<file path="src/rtl/dma_peripheral.sv">
// Block-copy DMA engine and main-bus arbiter: muxes core traffic onto the bus and
// steals cycles (stalling the core) to copy LEN words from SRC to DST.
module dma_peripheral #(
  parameter logic [15:0] BASE_ADDR = 16'h8500,
  parameter int unsigned GAP       = 1
) (
  input  logic        i_clk,
  input  logic        i_rst,
  input  logic [15:0] core_read_addr,
  input  logic [15:0] core_write_addr,
  input  logic [15:0] core_write_data,
  input  logic        core_write_strobe,
  output logic        core_stall,
  output logic [15:0] read_addr,
  output logic [15:0] write_addr,
  output logic [15:0] write_data,
  output logic        write_strobe,
  input  logic [15:0] bus_read_data,
  output logic [15:0] dma_read_data
);

  typedef enum logic [1:0] {
    S_IDLE,
    S_RD,
    S_WR,
    S_GAP
  } state_t;

  localparam logic [3:0] GAP_LOAD = 4'(GAP);

  state_t      r_state;
  logic [15:0] r_src;
  logic [15:0] r_dst;
  logic [15:0] r_len;
  logic        r_busy;
  logic        r_done;
  logic [3:0]  r_gap_cnt;
  logic [15:0] r_rdata;

  logic        w_core_owns;
  logic [15:0] w_woff;
  logic [15:0] w_roff;
  logic        w_whit;
  logic        w_rhit;
  logic        w_reg_we;
  logic        w_ctrl_we;
  logic [15:0] w_len_next;
  logic [15:0] w_rsel;

  assign w_core_owns = (r_state == S_IDLE) || (r_state == S_GAP);

  // Offset arithmetic wraps, so addresses below BASE_ADDR fall far out of range.
  assign w_woff     = core_write_addr - BASE_ADDR;
  assign w_roff     = core_read_addr - BASE_ADDR;
  assign w_whit     = (w_woff < 16'd4);
  assign w_rhit     = (w_roff < 16'd4);
  assign w_reg_we   = core_write_strobe && w_core_owns && w_whit;
  assign w_ctrl_we  = w_reg_we && (w_woff[1:0] == 2'd3);
  assign w_len_next = r_len - 16'd1;

  always_comb begin
    w_rsel = '0;
    case (w_roff[1:0])
      2'd0:    w_rsel = r_src;
      2'd1:    w_rsel = r_dst;
      2'd2:    w_rsel = r_len;
      default: w_rsel = {14'd0, r_done, r_busy};
    endcase
  end

  always_comb begin
    read_addr    = core_read_addr;
    write_addr   = core_write_addr;
    write_data   = core_write_data;
    write_strobe = core_write_strobe;
    core_stall   = 1'b0;
    case (r_state)
      S_RD: begin
        read_addr    = r_src;
        write_strobe = 1'b0;
        core_stall   = 1'b1;
      end
      S_WR: begin
        read_addr    = r_src;
        write_addr   = r_dst;
        write_data   = bus_read_data;
        write_strobe = 1'b1;
        core_stall   = 1'b1;
      end
      default: ;
    endcase
  end

  assign dma_read_data = r_rdata;

  always_ff @(posedge i_clk or posedge i_rst) begin
    if (i_rst) begin
      r_state   <= S_IDLE;
      r_src     <= '0;
      r_dst     <= '0;
      r_len     <= '0;
      r_busy    <= 1'b0;
      r_done    <= 1'b0;
      r_gap_cnt <= '0;
      r_rdata   <= '0;
    end else begin
      r_rdata <= (w_core_owns && w_rhit) ? w_rsel : '0;

      case (r_state)
        S_IDLE: begin
          if (w_reg_we) begin
            case (w_woff[1:0])
              2'd0: r_src <= core_write_data;
              2'd1: r_dst <= core_write_data;
              2'd2: r_len <= core_write_data;
              default: begin
                // Start takes precedence over a simultaneous done-clear.
                if (core_write_data[0]) begin
                  if (r_len == 16'd0) begin
                    r_busy <= 1'b0;
                    r_done <= 1'b1;
                  end else begin
                    r_busy  <= 1'b1;
                    r_done  <= 1'b0;
                    r_state <= S_RD;
                  end
                end else if (core_write_data[1]) begin
                  r_done <= 1'b0;
                end
              end
            endcase
          end
        end

        S_RD: r_state <= S_WR;

        S_WR: begin
          r_src <= r_src + 16'd1;
          r_dst <= r_dst + 16'd1;
          r_len <= w_len_next;
          if (w_len_next == 16'd0) begin
            r_state <= S_IDLE;
            r_busy  <= 1'b0;
            r_done  <= 1'b1;
          end else begin
            r_state   <= S_GAP;
            r_gap_cnt <= GAP_LOAD;
          end
        end

        default: begin
          if (w_ctrl_we && core_write_data[1]) begin
            r_done <= 1'b0;
          end
          if (w_ctrl_we && core_write_data[2]) begin
            r_state <= S_IDLE;
            r_busy  <= 1'b0;
            r_done  <= 1'b0;
          end else if (r_gap_cnt <= 4'd1) begin
            r_state <= S_RD;
          end else begin
            r_gap_cnt <= r_gap_cnt - 4'd1;
          end
        end
      endcase
    end
  end

endmodule

</file>
<file path="config.mk">
export PLATFORM = sky130hd
export DESIGN_NAME = dma_peripheral
export DESIGN_NICKNAME = d
export VERILOG_FILES = /design/src/rtl/dma_peripheral.sv
export SDC_FILE = /design/constraint.sdc
export NUM_CORES = 1
export LEC_CHECK = 0
export ABC_AREA = 1
export BUFFER_PORTS_ARGS = -buffer_cell sky130_fd_sc_hd__clkbuf_2
export CAP_MARGIN = 10
export CORE_MARGIN = 8
export CORE_UTILIZATION = 55
export CTS_CLUSTER_SIZE = 24
export DETAILED_ROUTE_END_ITERATION = 8
export PLACE_DENSITY_LB_ADDON = 0.1
export SETUP_SLACK_MARGIN = 0.05
export SYNTH_ARGS = -nofsm -noshare
export SYNTH_HDL_FRONTEND = slang
export SYNTH_SLANG_ARGS = --single-unit
</file>
<file path="constraint.sdc">
create_clock -name i_clk -period 3.9 [get_ports i_clk]
set_input_delay 0.78 -clock i_clk [delete_from_list [all_inputs] [get_ports i_clk]]
set_output_delay 0.78 -clock i_clk [all_outputs]
set_load 0.01 [all_outputs]
</file>
# Word level (Yosys, flattened, before mapping)
# Index checks and enable logic that the tools add are counted.
[word_totals]
output_inout_bits = 66
ff_bits = 72
in_bits = 67
[classes]
n_reduce_logical = 26
muxes = 44
add_sub_neg = 6
bitwise = 2
eq_ne = 20
n_lt_le_gt_ge = 3
[op_table]
columns = ["operator", "n"]
rows = [
  ["2-to-1 mux 16 bit", 10],
  ["one-hot mux 16 bit (2 select lines)", 3],
  ["one-hot mux 16 bit (3 select lines)", 1],
  ["adder 16 x 1 -> 16 bit, second input constant", 2],
  ["logical NOT 16 bit", 2],
  ["< comparator 16 x 3 -> 1 bit, second input constant", 2],
  ["subtractor 16 bit, second input constant", 2],
  ["subtractor 16 x 1 -> 16 bit, second input constant", 1],
  ["2-to-1 mux 1 bit", 15],
  ["2-to-1 mux 2 bit", 7],
  ["2-to-1 mux 4 bit", 3],
  ["inequality test 2 bit, second input constant", 6],
  ["AND reduction 6 bit", 2],
  ["== test 2 bit, second input constant", 5],
  ["inequality test 2 x 1 -> 1 bit, second input constant", 5],
  ["AND reduction 3 bit", 3],
  ["one-hot mux 4 bit (2 select lines)", 1],
  ["== test 2 x 1 -> 1 bit, second input constant", 3],
  ["logical AND 1 bit", 6],
  ["logical NOT 2 bit", 3],
  ["one-hot mux 1 bit (3 select lines)", 2],
  ["one-hot mux 2 bit (3 select lines)", 1],
  ["AND reduction 5 bit", 1],
  ["nonzero test 5 bit", 1],
  ["other kinds (12)", 14],
]

# Longest topological paths before layout
[depth]
depth_word = 9
mapped_depth = 15
ltp_nobuf = 15

# Least setup slack after synthesis
# No wires, ideal clock.
[synth_path]
path_kind = "register to output"
startpoint = "register r_state[0]"
endpoint = "output write_data[13]"
t_arrival_ns = 1.558
path_stages_with_launch = 8
t_required_ns = 3.120
path_slack_ns = 1.562
n_path_buf = 2
cell_sequence = "dfrtp_1 inv_1 ha_1 inv_1 clkbuf_1 clkbuf_1 nand2_1 nand2_1"
[synth_via]
elab_chain_cells = 2
[synth_lines]
columns = ["element", "line", "rtl"]
rows = [
  ["start, declared", "31", "state_t r_state;"],
  ["start signal, assigned", "98", "r_state <= S_IDLE;"],
  ["start signal, assigned", "125", "r_state <= S_RD;"],
  ["start signal, assigned", "135", "S_RD: r_state <= S_WR;"],
  ["== test 2 bit", "77", "case (r_state)"],
  ["2-to-1 mux 16 bit", "77", ""],
  ["end, declared", "16", "output logic [15:0] write_data,"],
]
# Every way passes these cells.

# Worst setup path in the final report
[layout_path]
startpoint = "register r_state[0]"
endpoint = "output write_addr[6]"
[layout_via]
elab_chain_cells = 2
[layout_lines]
columns = ["element", "line", "rtl"]
rows = [
  ["== test 2 bit", "77", ""],
  ["2-to-1 mux 16 bit", "77", ""],
  ["end, declared", "15", "output logic [15:0] write_addr,"],
]
# Every way passes these cells.

==> impl_results.md <==
- Status: completed
- IO buf count: around 130
- Sequential share of the synthesized area: 0.356
- Total clock sinks: around 70
- Number of global-route vias before repair: roughly 5500
- Largest net degree at the start of global routing: 77
- Cells on worst reg2reg path: 12
- Layout cells sized above 1: 0.206
- Flops & latches, synth: 72
- Post-detailed-route via-to-cell ratio: 5.83
- Mean area per synthesized cell: 6.66 sq um
- # DRC: 0
- Worst r2r src: r_state[0]
- Post-DP Area: 5810 sq um
- Dominant synthesized flop cell: dfrtp_1
- Reg clk slew, reported paths: 80 ps
- Achievable Freq: 334 MHz
- H-tree levels: 3
- Endpoints failing hold: 0
- Type of the most critical hold path: reg -> reg
- Crit path time final: 2990 ps
- First-pass GRT wire length: 28800 microns
- Commonest non-fill, non-tap cell in the layout: nand2_1
- Starting DRT DRC Count: roughly 690
- IO Pins: 133
- Critical Path AT: 2210 ps
- CP Max Fanout: 76
- Synth Warn #: 0
- Synth Cell Area: approximately 5100 sq um
- Post-route cell area: about 6000 sq um
- EDFF count, synth: 0
- Syn nets: 839
- Area of the core: 9110 sq um
- Critical R2R Capture: r_dst[10]
- Post-synth ARST share: 1.00
- Pre-antenna DRT Iters: 5
- Top cells by area, synth: dfrtp_1 (36%), nand2_1 (18%), o21ai_0 (6.7%)
- Worst vdd ir: 578 uV
- FP Rows: 35
- Most frequent cells in the layout: nand2_1 (239), clkbuf_2 (132), inv_1 (79)
- Cells resized by post-CTS repair: 0
- RSZ-0062 raised after global routing: false
- Die height: 112 microns
- Share of the synthesized area in the top cell type: 0.356
- Final WL: 17900 microns
- Post-CTS setup buffer count: 0
- Initial antenna violation count: 0
- Cts hold-fix bufs: 0
- PwrDens: 797 nW/um^2
- Leakage: 3.03 nW
- Slew Viols, Final: 0
- Final HPWL DP: 13800 microns
- Area grow syn2layout: 19.0%
- Cell variety after synth: 39
- Clock skew: 10.4 ps
- Fill cells: 840
- Max-cap viol count: 0
- CTS tree: done
- Final critical-path share of the clock period: 0.767
- Worst EP required: 3120 ps
- Nets: 961
- Vias: approximately 5800
- Overall Global Routing Usage: 0.285
- CP Class: reg -> out
- Slew Limit Headroom: 0.333
- Total chip power: 4.81 mW
- Initial Util: 0.556
- CTS max path bufs: 2
- Setup_tns: 0 ps
- CTS buffer count: 9
- Dominant cell type by area after synthesis: dfrtp_1
- ANT nets after route: 0
- CP startpoint kind: flop
- Cells after Synth: 761
- Antenna Cells: 0
- Crit path capture: write_addr[6]
- Root Driver: clkbuf_8
- Pin slew with the least headroom to its limit: 997 ps
- WL/cell: about 18 microns
- DIE AREA: 12500 sq um
- Final setup fails: 0
- Grt ovf: 0
- Die span in x: 112 microns
- Placer congestion estimate: 1.02
- Crit path launch: r_state[0]
- CP Capture Type: primary output
- Worst skew pair latency: 350 ps
- Flop2flop setup slack: 1170 ps
==> cell usage after synthesis, types with 7 or more instances <==
cell type    n
a21oi_1     21
xor2_1       7
buf_2        7
clkbuf_1    22
o21ai_0     68
nand4_1     14
nor2_1      78
o21ai_1      8
nand2_1    239
a31oi_1     37
nor3_1      10
nand3_1     26
inv_1       80
ha_1        11
dfrtp_1     72
==> kinds of logic (layout without fill, tap and decap cells) <==
family          Yosys count  count (layout)  share of synthesized area
fa+ha+maj                11              11                     0.0272
xor+xnor                 13              13                     0.0225
buf+inv                 114             241                     0.0869
flops                    72              72                      0.356
simple gates            396             396                      0.333
compound gates          155             155                      0.175
==> worst max-delay path, cell delays in order, from the launching register on <==
cell and delay [ps]:
dfrtp_1 420, inv_1 110, ha_2 180, buf_4 600, nand2_1 180, o21ai_0 130, clkbuf_2 170
==> worst min path at each step <==
stage,start,to,slack [ps],depth (start not counted)
detailed placement,r_busy,r_busy,470,2
global route,r_busy,r_busy,510,2
floorplan,r_busy,r_busy,440,2
CTS,r_busy,r_busy,490,2
global placement,r_busy,r_busy,460,2
finish,r_busy,r_busy,490,2
==> stage by stage <==
step                      setup slack [ps]   util  hold WS, ps  cells
after CTS                              924  0.662          489    999
final                                  909  0.662          494    999
after detailed placement              1210  0.638          467    983
after global placement                1360  0.638          462    983
after floorplan                       1300      -          443    761
after global routing                   766  0.662          510    999
==> power by group <==
group	switching, mW	leakage, nW	internal (mW)	total, mW
logic	1.76	2.06	0.909	2.67
clock network	0.317	0.101	0.360	0.677
registers	0.425	0.870	1.03	1.46
==> registers in the layout, indices dropped and copies added (netlist names) <==
register and cells:
dma_read_data 16, r_busy 1, r_done 1, r_dst 16, r_gap_cnt 4, r_len 16, r_src 16, r_state 2
==> layout make-up <==
class,count,area [sq um],area share
multi-input cells,575,2830,0.469
flip-flops and latches,72,1800,0.299
repair buffers,141,728,0.121
inverters,84,315,0.0523
well taps,111,139,0.0230
clock buffers,9,124,0.0205
clock inverters,7,96.3,0.0160
==> metal layers <==
layer / vias to the layer above / routed length (microns) / GRT usage / part of all wire
li1: 2753 / - / - / -
met1: 2703 / 7140 / 0.354 / 0.40
met2: 319 / 8230 / 0.459 / 0.46
met3: 53 / 1710 / 0.0671 / 0.096
met4: 0 / 786 / 0.137 / 0.044
met5: - / 0 / 0 / 0
(Power assumes the default switching activity.)
